**config.mk**
```make
export PLATFORM = sky130hd
export DESIGN_NAME = cmd_encoder
export DESIGN_NICKNAME = d
export VERILOG_FILES = /design/src/rtl/cmd_encoder.sv
export SDC_FILE = /design/constraint.sdc
export NUM_CORES = 1
export LEC_CHECK = 0
export ABC_AREA = 1
export BUFFER_PORTS_ARGS = -buffer_cell sky130_fd_sc_hd__buf_2
export CORE_MARGIN = 2
export CORE_UTILIZATION = 58
export DETAILED_ROUTE_END_ITERATION = 7
export PLACE_DENSITY_LB_ADDON = 0.1
export SLEW_MARGIN = 20
export SYNTH_ARGS = -nofsm -noshare
export SYNTH_HDL_FRONTEND = slang
export SYNTH_SLANG_ARGS = --single-unit
```
**constraint.sdc**
```tcl
create_clock -name i_clk -period 3.1 [get_ports i_clk]
set_clock_uncertainty 0.05 [all_clocks]
set_input_delay 0 -clock i_clk [delete_from_list [all_inputs] [get_ports i_clk]]
set_output_delay 0 -clock i_clk [all_outputs]
set_load 0.01 [all_outputs]
```
**src/rtl/cmd_encoder.sv**
```systemverilog
// cmd_encoder: five raw player buttons -> queued 16-bit movement commands
// (1 right, 2 left, 3 up, 4 down, 5 exit) on a valid/ready port.
// Each button is synchronised, debounced and edge-detected. One press is
// pushed per cycle into a small FIFO whose head is presented downstream.
// Optional feature macro: VERPG_HOLD_REPEAT_EN (auto-repeat of a held direction).
//
// Handshake: o_cmd_valid is high while the FIFO holds a command and the exit
// has not yet been handed off; o_cmd_data is held stable while
// o_cmd_valid && !i_cmd_ready; a command is consumed on any edge where
// o_cmd_valid && i_cmd_ready.
module cmd_encoder #(
    parameter int DEBOUNCE_CYCLES = 4,
    parameter int FIFO_DEPTH      = 4,
    parameter int REPEAT_CYCLES   = 16,
    parameter int CMD_W           = 16
) (
    input  logic                          i_clk,
    input  logic                          i_rst,
    input  logic [4:0]                    i_btn,
    output logic [CMD_W-1:0]              o_cmd_data,
    output logic                          o_cmd_valid,
    input  logic                          i_cmd_ready,
    output logic [$clog2(FIFO_DEPTH):0]   o_fifo_count,
    output logic                          o_overflow,
    output logic                          o_done
);

    localparam int DB_W  = $clog2(DEBOUNCE_CYCLES + 1);
    localparam int PTR_W = $clog2(FIFO_DEPTH);
    localparam int CNT_W = PTR_W + 1;
    localparam logic [DB_W-1:0]  DB_LAST  = DB_W'(DEBOUNCE_CYCLES - 1);
    localparam logic [CNT_W-1:0] CNT_FULL = CNT_W'(FIFO_DEPTH);
    localparam logic [PTR_W-1:0] PTR_ONE  = PTR_W'(1);
    localparam logic [2:0]       CODE_EXIT = 3'd5;

    // Reject configurations the logic below cannot represent.
    if (DEBOUNCE_CYCLES < 1 || FIFO_DEPTH < 2 || REPEAT_CYCLES < 1) begin : g_bad_param
        $error("cmd_encoder: illegal parameter value");
    end

    logic [4:0]      r_sync1, r_sync2, r_deb, r_deb_d;
    logic [DB_W-1:0] r_db_cnt [5];
    logic [2:0]      r_mem [FIFO_DEPTH];
    logic [PTR_W-1:0] r_wr_ptr, r_rd_ptr;
    logic [CNT_W-1:0] r_count;
    logic            r_overflow, r_done, r_exit_seen;

    logic [4:0] w_press, w_rep, w_evt;
    logic       w_push, w_pop, w_valid, w_full, w_accept;
    logic [2:0] w_code, w_head;

    // Synchronise each button, then accept a level change only after it has
    // differed from the debounced state for DEBOUNCE_CYCLES consecutive cycles.
    always_ff @(posedge i_clk) begin
        if (i_rst) begin
            r_sync1 <= '0;
            r_sync2 <= '0;
            r_deb   <= '0;
            r_deb_d <= '0;
            for (int i = 0; i < 5; i++) r_db_cnt[i] <= '0;
        end else begin
            r_sync1 <= i_btn;
            r_sync2 <= r_sync1;
            r_deb_d <= r_deb;
            for (int i = 0; i < 5; i++) begin
                if (r_sync2[i] != r_deb[i]) begin
                    if (r_db_cnt[i] == DB_LAST) begin
                        r_deb[i]    <= r_sync2[i];
                        r_db_cnt[i] <= '0;
                    end else begin
                        r_db_cnt[i] <= r_db_cnt[i] + 1'b1;
                    end
                end else begin
                    r_db_cnt[i] <= '0;
                end
            end
        end
    end

    assign w_press = r_deb & ~r_deb_d;

`ifdef VERPG_HOLD_REPEAT_EN
    localparam int RP_W = $clog2(REPEAT_CYCLES + 1);
    localparam logic [RP_W-1:0] RP_LAST = RP_W'(REPEAT_CYCLES);

    logic [3:0]      w_held_sel;
    logic [3:0]      r_rep_sel;
    logic [RP_W-1:0] r_rep_cnt;

    // Highest-priority direction currently held (right > left > up > down).
    always_comb begin
        w_held_sel = 4'b0000;
        if (r_deb[0])      w_held_sel = 4'b0001;
        else if (r_deb[1]) w_held_sel = 4'b0010;
        else if (r_deb[2]) w_held_sel = 4'b0100;
        else if (r_deb[3]) w_held_sel = 4'b1000;
    end

    assign w_rep = (r_rep_cnt == RP_LAST && r_rep_sel == w_held_sel && w_held_sel != 4'b0000)
                   ? {1'b0, w_held_sel} : 5'b00000;

    // Cycles since the held direction's last press or repeat; restarts on any change.
    always_ff @(posedge i_clk) begin
        if (i_rst) begin
            r_rep_sel <= '0;
            r_rep_cnt <= '0;
        end else if (w_held_sel == 4'b0000) begin
            r_rep_sel <= '0;
            r_rep_cnt <= '0;
        end else if (w_held_sel != r_rep_sel || (w_press[3:0] & w_held_sel) != 4'b0000
                     || w_rep != 5'b00000) begin
            r_rep_sel <= w_held_sel;
            r_rep_cnt <= RP_W'(1);
        end else begin
            r_rep_cnt <= r_rep_cnt + 1'b1;
        end
    end
`else
    assign w_rep = 5'b00000;
`endif

    assign w_evt = w_press | w_rep;

    // Pick at most one event per cycle: exit > right > left > up > down.
    always_comb begin
        w_push = 1'b0;
        w_code = 3'd0;
        if (!r_exit_seen) begin
            if (w_evt[4]) begin
                w_push = 1'b1; w_code = 3'd5;
            end else if (w_evt[0]) begin
                w_push = 1'b1; w_code = 3'd1;
            end else if (w_evt[1]) begin
                w_push = 1'b1; w_code = 3'd2;
            end else if (w_evt[2]) begin
                w_push = 1'b1; w_code = 3'd3;
            end else if (w_evt[3]) begin
                w_push = 1'b1; w_code = 3'd4;
            end
        end
    end

    assign w_head   = r_mem[r_rd_ptr];
    assign w_valid  = (r_count != '0) && !r_done;
    assign w_pop    = w_valid && i_cmd_ready;
    assign w_full   = (r_count == CNT_FULL);
    assign w_accept = w_push && (!w_full || w_pop);

    // Command FIFO: push/pop, exit overwrite of the tail when full, sticky flags.
    always_ff @(posedge i_clk) begin
        if (i_rst) begin
            r_wr_ptr    <= '0;
            r_rd_ptr    <= '0;
            r_count     <= '0;
            r_overflow  <= 1'b0;
            r_done      <= 1'b0;
            r_exit_seen <= 1'b0;
            for (int i = 0; i < FIFO_DEPTH; i++) r_mem[i] <= '0;
        end else begin
            if (w_pop) begin
                r_rd_ptr <= r_rd_ptr + PTR_ONE;
                if (w_head == CODE_EXIT) r_done <= 1'b1;
            end
            if (w_accept) begin
                r_mem[r_wr_ptr] <= w_code;
                r_wr_ptr        <= r_wr_ptr + PTR_ONE;
                if (w_code == CODE_EXIT) r_exit_seen <= 1'b1;
            end else if (w_push) begin
                // Full with no pop: directions are dropped, exit replaces the newest entry.
                r_overflow <= 1'b1;
                if (w_code == CODE_EXIT) begin
                    r_mem[r_wr_ptr - PTR_ONE] <= w_code;
                    r_exit_seen               <= 1'b1;
                end
            end
            r_count <= r_count + CNT_W'(w_accept) - CNT_W'(w_pop);
        end
    end

    assign o_cmd_valid  = w_valid;
    assign o_cmd_data   = w_valid ? {{(CMD_W-3){1'b0}}, w_head} : '0;
    assign o_fifo_count = r_count;
    assign o_overflow   = r_overflow;
    assign o_done       = r_done;

endmodule

```
==> results of run 1 <==
-- sequential cells by signal, summed over array words and instances, names as in the netlist, named ones only --
name	flops
r_rd_ptr	2
o_fifo_count	3
r_db_cnt	15
o_overflow	1
r_deb_d	5
r_mem	12
r_sync2	5
o_done	1
r_exit_seen	1
r_deb	5
r_wr_ptr	2
r_sync1	5
-- critical path: stages (launching register included) --
cell                      delay, ns
sky130_fd_sc_hd__dfxtp_1       0.39
sky130_fd_sc_hd__nand2_2       0.11
sky130_fd_sc_hd__nand2_2       0.08
sky130_fd_sc_hd__inv_2         0.06
sky130_fd_sc_hd__nand2_4       0.09
sky130_fd_sc_hd__nand2_4       0.05
sky130_fd_sc_hd__nor2_4        0.10
sky130_fd_sc_hd__inv_1         0.08
sky130_fd_sc_hd__ha_1          0.27
sky130_fd_sc_hd__inv_1         0.06
sky130_fd_sc_hd__ha_1          0.12
sky130_fd_sc_hd__inv_1         0.05
sky130_fd_sc_hd__fa_1          0.37
sky130_fd_sc_hd__xor2_1        0.18
sky130_fd_sc_hd__o21ai_0       0.15
sky130_fd_sc_hd__a21oi_1       0.05
-- area by class of cell --
cell class	count	area share, %
Inverter	60	7.66
Timing Repair Buffer	23	4.73
Tap cell	54	2.17
Multi-Input combinational cell	187	33.4
Clock inverter	3	0.441
Sequential cell	59	46.5
Clock buffer	13	5.09
-- power by group --
part           switching (mW)  internal (mW)  leakage (nW)
clock network           0.284          0.329        0.0908
logic                   0.233          0.142         0.805
registers              0.0497          0.886         0.541
total                   0.567           1.36          1.44
-- cell usage after synthesis --
library cell               number  area (sq um)
sky130_fd_sc_hd__nor2_1        56           210
sky130_fd_sc_hd__inv_1         52           195
sky130_fd_sc_hd__dfxtp_1       32           641
sky130_fd_sc_hd__edfxtp_1      27           811
sky130_fd_sc_hd__a21oi_1       19          95.1
sky130_fd_sc_hd__nand2_1       16          60.1
sky130_fd_sc_hd__buf_4         13          97.6
sky130_fd_sc_hd__ha_1          12           150
sky130_fd_sc_hd__nand2_2       12          75.1
sky130_fd_sc_hd__o21ai_0        9          45.0
sky130_fd_sc_hd__inv_2          6          22.5
sky130_fd_sc_hd__o211ai_1       6          45.0
sky130_fd_sc_hd__nand3_1        4          20.0
sky130_fd_sc_hd__clkbuf_1       3          11.3
sky130_fd_sc_hd__o21ai_1        3          15.0
sky130_fd_sc_hd__a31oi_1        2          12.5
sky130_fd_sc_hd__conb_1         2          7.51
sky130_fd_sc_hd__nand2_4        2          22.5
sky130_fd_sc_hd__nand3_2        2          20.0
sky130_fd_sc_hd__nand4_2        2          25.0
sky130_fd_sc_hd__nor2_2         2          12.5
sky130_fd_sc_hd__nor2_4         2          22.5
sky130_fd_sc_hd__xor2_1         2          17.5
sky130_fd_sc_hd__a32oi_1        1          8.76
sky130_fd_sc_hd__buf_6          1          11.3
sky130_fd_sc_hd__clkinv_2       1          5.00
sky130_fd_sc_hd__clkinv_8       1          16.3
sky130_fd_sc_hd__fa_1           1          20.0
sky130_fd_sc_hd__nor2_8         1          20.0
sky130_fd_sc_hd__nor3_1         1          5.00
sky130_fd_sc_hd__o211ai_2       1          12.5
sky130_fd_sc_hd__o22a_1         1          8.76
sky130_fd_sc_hd__o22ai_1        1          6.26
sky130_fd_sc_hd__or2_1          1          6.26
-- per-stage QoR --
step	setup WS, ns	power, mW
6_report	0.747	1.92
5_1_grt	0.490	2.04
4_1_cts	0.746	1.94
3_5_place_dp	0.755	1.32
3_3_place_gp	0.824	1.31
2_1_floorplan	0.838	1.23
-- metal layers --
metal  wire (um)  track usage (%)  vias up
li1            -                -      990
met1        1910             21.5      797
met2        2130             32.2       30
met3         118             4.97       12
met4         125             11.1        0
met5           0                0        -
-- placed cells by master, fill, tap and decap left out, drive strengths merged --
master       synthesis  routed
a21oi               19      19
a31oi                2       2
a32oi                1       1
buf                 14      17
clkbuf               3      13
clkinv               2       5
conb                 2      28
dfxtp               32      32
dlygate4sd3          0       6
edfxtp              27      27
fa                   1       1
ha                  12      12
inv                 58      58
nand2               30      30
nand3                6       6
nand4                2       2
nor2                61      61
nor3                 1       1
o211ai               7       7
o21ai               12      12
o22a                 1       1
o22ai                1       1
or2                  1       1
xor2                 2       2
-- how the worst max path moves through the flow --
stage | end | cells past startpoint
2_1_floorplan | o_fifo_count[2] | 13
3_3_place_gp | o_fifo_count[2] | 15
3_5_place_dp | o_fifo_count[2] | 15
4_1_cts | o_fifo_count[2] | 15
5_1_grt | o_fifo_count[2] | 15
6_report | o_fifo_count[2] | 15
-- cells by family after synthesis --
group | Yosys count | share of synthesized area [%]
AOI/OAI and AO/OA | 43 | 9.04
other | 2 | 0.273
buffers and inverters | 77 | 13.0
adders and majority gates | 13 | 6.18
and+or+nand+nor | 101 | 18.1
xor gates and xnor gates | 2 | 0.636
DFF | 59 | 52.7
==> summary by stage, run 1 <==
Timing
The hold violation total from the final report came to 0. After layout, the worst path uses roughly 76% of the clock period. The post-route setup TNS is 0 ns.

Setup repair after global routing left no endpoint under its margin. The count of pins over their slew limit is 0. The post-layout minimum cycle time is approximately 2.4 ns. Timing would allow up to approximately 0.42 GHz. The number of failing setup endpoints in the final timing report is 0. On the final layout, the worst hold slack is ~0.06 ns.

Layout
The multi-input logic area is 0.00104 sq mm. The end-of-flow core utilization is between 60% and 70%. The total non-filler cell area in the finished layout is around 0.0031 sq mm. The area growth from synthesis to layout is 13.3%.

The number of antenna diodes in the final layout is 0. The number of inserted filler cells in the final layout is 394. At the end of the flow, the number of nets in the layout was ~360.

The count of placed standard cells in the final layout, fillers left out is between 300 and 400. The total area of sequential cells is 0.00145 sq mm. The ratio of cells with drive above 1 in the final layout is between 10% and 20%.

Worst hold path
In this run the most critical hold path is launched from i_rst. The type of the most critical hold path is in -> reg. For hold timing, the worst endpoint is r_deb[3]. The cell count of the worst hold path is 4.

Global routing
Across every metal layer, demand over resource in global routing totals 19.0%. The number of global-route vias before repair came to ~1.8k. The first global-routing pass estimated about 7500 um of wire. The number of antenna violations at the first check in global routing is 0.

The pin count of the biggest net entering global routing is 26. The total congestion overflow after global routing is 0.

Placed design
The HPWL reported at the end of detailed placement is 3070 um. The weighted congestion at the end of routability-driven global placement is around 0.75. The cell area reported after detailed placement is 0.00289 sq mm. Input and output buffers added on the ports amount to 16. The total placed cells including tap cells is between 300 and 400.

Clock network
Gates resized during post-CTS repair numbered 0. The clock insertion delay at the later pin of the skew report is between 0.3 and 0.4 ns. Clock tree synthesis selected as its root buffer the cell sky130_fd_sc_hd__clkbuf_8. The clock slew seen by the registers of the worst setup and hold paths is ~0.07 ns. The buffers inserted during post-CTS setup optimization is 0. The H-tree was split into 3 levels. The count of clock tree sinks is 59. In this run, CTS created clock tree buffers numbering 9. The TritonCTS clock tree is done.

The longest clock path from root to sink contains 2 buffers. In this run, post-CTS hold repair placed 6 buffers.

Synthesis
The synthesized area divided by synthesized cell count is between 9 and 10 sq um. The sequential share of the synthesized area is approximately 53%. The combined area of all synthesized cells is 0.00275 sq mm.

The number of distinct library cells after synthesis is 34. The post-synthesis instance total is 297. Counting flops and latches in the post-synthesis netlist gives 59. The Yosys step of the flow raised 0 warnings.

Worst setup path
The maximum fanout along the worst path is 5. Data on the critical path arrives at its endpoint at approximately 2.5 ns. The class of the most critical setup path is reg -> reg. STA classifies the critical path startpoint as a register. The worst endpoint required time is ~3.3 ns.

The endpoint identified for the worst register-to-register timing path is o_fifo_count[2]. The cell count of the worst reg-to-reg path is 15. The worst setup slack for register-to-register paths is ~0.75 ns. The startpoint of the lowest-slack register-to-register path is r_deb[4]. The critical path starts at r_deb[4].

The endpoint type of the worst setup path is a register.

Job
The tool flagged a number of max-cap violations equal to 0.

Floorplan
The number of top-level design ports is 30. The region available for standard cell placement spans between 0.004 and 0.005 sq mm. The die outline height is 72.9 um.

The floorplan has 25 rows. The floorplan step defined a die boundary enclosing 0.00532 sq mm. The floorplan step set the die width to 72.9 um. Once the floorplan was initialized, standard cells occupied around three fifths of the core.

Status
The flow ran to the end, and the final reports show no timing, DRC or antenna violations.

Detailed routing
The iteration-0 DRC count of the detailed router is around 70. For this run, design rule violations remaining after detail routing come to 0. The total vias in the final route is approximately 1.8k. The overall routed net length is approximately 4300 um. The average wire length per cell after detail routing is 10.7 um. The remaining antenna violation count after routing is 0. Before antenna repair, the detailed router went through 4 iterations. The detailed-route vias per instance is around 4.6.

Pwr
The total power divided by cell area is 616 mW/mm^2. In this run the static leakage power is 1.44 nW. The largest voltage drop on the vdd net is 0.296 mV.
No activity file was read; power rests on OpenSTA's default activity.
==> run 2, diff against run 1 <==
- CORE_UTILIZATION: 58 -> 52
- clock period: 3.1 -> 1.95 ns (I/O delays scaled with it)
==> run 2 against run 1 <==
Against the previous run:
- the flow now finishes with violations (negative setup slack)
- sequential power increased by 57%
- register-to-register slack got worse by 0.78 ns
- total power increased by 69%
- worst setup slack worse by 0.78 ns
- core utilization down 0.64 points
- sequential cell count is the same
- final area increased by 8.5%
- routed wire length fell by 0.79%
- hold slack worse by 0.0017 ns
- count of clock-buffer cells in the layout rose by 2
- non-clock buffer count increased by 25
- die area rose by 11%
==> summary by stage, run 2 (synthesis results as in run 1) <==
Pwr
The total power is 3.24 mW (+69%). The static power due to leakage is 1.56 nW (+8.5%). The total power divided by cell area is 957 mW/mm^2 (+55%). The largest voltage drop on the vdd net is 0.618 mV (+110%).

Detailed routing
The number of remaining DRC errors is 0 (unchanged). The overall routed net length is 4250 um (-0.79%). The number of detailed-routing iterations run before antenna repair came to 4 (unchanged). The detailed-route vias per instance is 4.39 (-4.3%). The average wire length per cell after detail routing is 9.65 um (-10%).

The iteration-0 DRC count of the detailed router came to 55 (-23%). The total vias in the final route is 1930 (+5.5%). The remaining antenna violation count after routing is 0 (unchanged).

Global routing
The global-route wire length before repair is 7790 um (+4.5%). The number of global-route vias before repair is 1890 (+5.4%). The pin count of the biggest net entering global routing came to 26 (unchanged). The total congestion overflow after global routing is 0 (unchanged). The number of antenna violations at the first check in global routing was 0 (unchanged). The total global routing track utilization is 16.8% (-2.3 points).

Worst setup path
The endpoint of the worst register-to-register path is o_fifo_count[2]. The worst setup slack for register-to-register paths is -0.04 ns (-0.78 ns). The worst endpoint required time came to 2.12 ns (-1.15 ns). The element type at the critical path start is a register. The arrival time of the worst setup path came to 2.15 ns (-0.38 ns). The startpoint of the lowest-slack register-to-register path is r_deb_d[0].

The endpoint type of the worst setup path is a register. The cell count of the worst reg-to-reg path is 16 (+1). The class of the most critical setup path is reg -> reg. The maximum fanout along the worst path is 2 (-3).

Following the worst setup path forward leads to its endpoint at o_fifo_count[2]. The critical path starts at r_deb_d[0].

Status
The final reports fail on negative setup slack. The flow ran to the end, but the final reports show violations.

Clock network
The clock insertion delay at the later pin of the skew report is 0.33 ns (about the same). The number of buffers added by the clock tree synthesis step is 9 (unchanged). The H-tree depth is 3 (unchanged). In this run the clock root is driven by a sky130_fd_sc_hd__clkbuf_8. The count of clock tree sinks is 59 (unchanged). The clock slew seen by the registers of the worst setup and hold paths is 0.06 ns (about the same). The deepest clock path buffer count is 2 (unchanged). TritonCTS built the clock tree.

Layout
The number of inserted filler cells in the final layout came to 429 (+8.9%). The area growth from synthesis to layout is 22.9%. The final net count is 386 (+6.9%). The number of flip-flops under the largest register name is 15 (unchanged).

The ratio of cells with drive above 1 in the final layout is 28.1% (+10 points). The library cells used most frequently in the layout, excluding fill and tap cells, are sky130_fd_sc_hd__nor2_1 (56), sky130_fd_sc_hd__inv_1 (49), sky130_fd_sc_hd__conb_1 (28). The largest registers in the layout are r_db_cnt: 15 flops, r_mem: 12 flops.

The antenna diode count came to 0 (unchanged). The commonest non-fill, non-tap cell in the layout is sky130_fd_sc_hd__nor2_1. The count of placed standard cells in the final layout, fillers left out is 440 (+10%). r_db_cnt holds more flip-flops than any other register.

Worst hold path
The tightest min-delay check is of the in -> reg type.

Placed design
The total placed cells including tap cells is 414 (+9.8%). The worst setup slack before clock tree synthesis is -0.138 ns (-0.893 ns). The HPWL reported at the end of detailed placement is 3100 um (+1.2%). The weighted congestion at the end of routability-driven global placement came to 0.725 (-3.1%). The number of buffers inserted by port buffering is 16 (unchanged).

Timing
The post-layout minimum cycle time is 1.99 ns (-0.367 ns). The count of pins over their slew limit is 0 (unchanged). The worst-case setup margin in the final layout is -0.0362 ns (-0.783 ns). The number of failing setup endpoints in the final timing report is 1 (+1). Setup repair after global routing could not meet its margin everywhere. The hold violation total from the final report is 0 (unchanged). The achievable frequency was 0.503 GHz (+18%). The final critical-path share of the clock period is 102% (+26 points).

Floorplan
The number of top-level design ports is 30 (unchanged). The standard-cell row count came to 26 (+4.0%). The die outline area is 0.00589 sq mm (+11%). The effective utilization at floorplan is 53.9% (-5.2 points). The die outline height was 76.8 um (+5.3%).

The core area is 0.00511 sq mm (+9.6%). The die boundary width is 76.8 um (+5.3%).

Job
The max-capacitance violation count is 0 (unchanged).
## run 2: cell count changes in the layout (fill, tap and decap cells not counted), sizes merged
cell / before / now
buf: 17 / 43
clkinvlp: 0 / 1
dlygate4sd3: 6 / 5
clkbuf: 13 / 15
clkinv: 5 / 2
## run 2: routing by layer
layer | vias to the layer above | share of wire [%] | global-route usage (%)
met1 | 855 | 45 | 18.8
li1 | 1037 | - | -
met4 | 0 | 1.6 | 6.55
met5 | - | 0 | 0
met2 | 29 | 49 | 29.6
met3 | 9 | 4.0 | 5.29
## run 2: timing repair
action / in CTS / in global routing
endpoints found under the hold margin: 5 / 0
setup endpoints to repair: 2 / 2
setup buffers: 2 / 3
hold buffers: 5 / 0
gates resized for setup: 1 / 1
pin swaps: 12 / 0
## run 2: cell type report
class                      count  area [sq um]  area share (%)
sequential                    59          1460            43.2
multi-input combinational    187          1080            31.9
timing repair buffer          48           333            9.83
inverter                      60           239            7.06
clock buffer                  15           176            5.21
tap                           70          87.6            2.59
clock inverter                 1          7.51           0.222
## run 2: report_power, final
part	internal (mW)	switching (mW)
Sequential	1.41	0.0641
Clock	0.567	0.443
Combinational	0.332	0.424
Total	2.31	0.931
## run 2: worst min-delay path by stage
stage             start          to  slack (ns)  depth (start not counted)
3_3_place_gp   i_btn[0]  r_sync1[0]        0.15                          3
6_report          i_rst    r_deb[0]        0.06                          4
3_5_place_dp   i_btn[2]  r_sync1[2]        0.16                          3
4_1_cts           i_rst    r_deb[0]        0.05                          4
2_1_floorplan  i_btn[0]  r_sync1[0]        0.06                          2
5_1_grt           i_rst    r_deb[1]        0.08                          4
## run 2: critical path: stages, from the launching register on
cell and delay, ns:
sky130_fd_sc_hd__dfxtp_1 0.29, sky130_fd_sc_hd__inv_1 0.05, sky130_fd_sc_hd__nand2_2 0.06, sky130_fd_sc_hd__nand2_2 0.08, sky130_fd_sc_hd__inv_2 0.05, sky130_fd_sc_hd__nand2_4 0.07
sky130_fd_sc_hd__nand2_4 0.05, sky130_fd_sc_hd__nor2_4 0.08, sky130_fd_sc_hd__inv_2 0.05, sky130_fd_sc_hd__ha_4 0.21, sky130_fd_sc_hd__inv_2 0.06, sky130_fd_sc_hd__ha_4 0.11
sky130_fd_sc_hd__inv_2 0.03, sky130_fd_sc_hd__fa_2 0.32, sky130_fd_sc_hd__xor2_1 0.15, sky130_fd_sc_hd__o21ai_1 0.11, sky130_fd_sc_hd__a21oi_1 0.05
## run 2: metrics by stage
step           hold slack, ns  instance area (sq um)  setup TNS [ns]  utilization (%)
3_5_place_dp            0.158                   3110          -0.146             60.9
6_report               0.0566                   3390         -0.0362             66.3
5_1_grt                0.0836                   3390          -0.262             66.3
4_1_cts                0.0508                   3360         -0.0484             65.8
3_3_place_gp            0.151                   3110          -0.106             60.9
2_1_floorplan          0.0570                   2900          -0.165                -
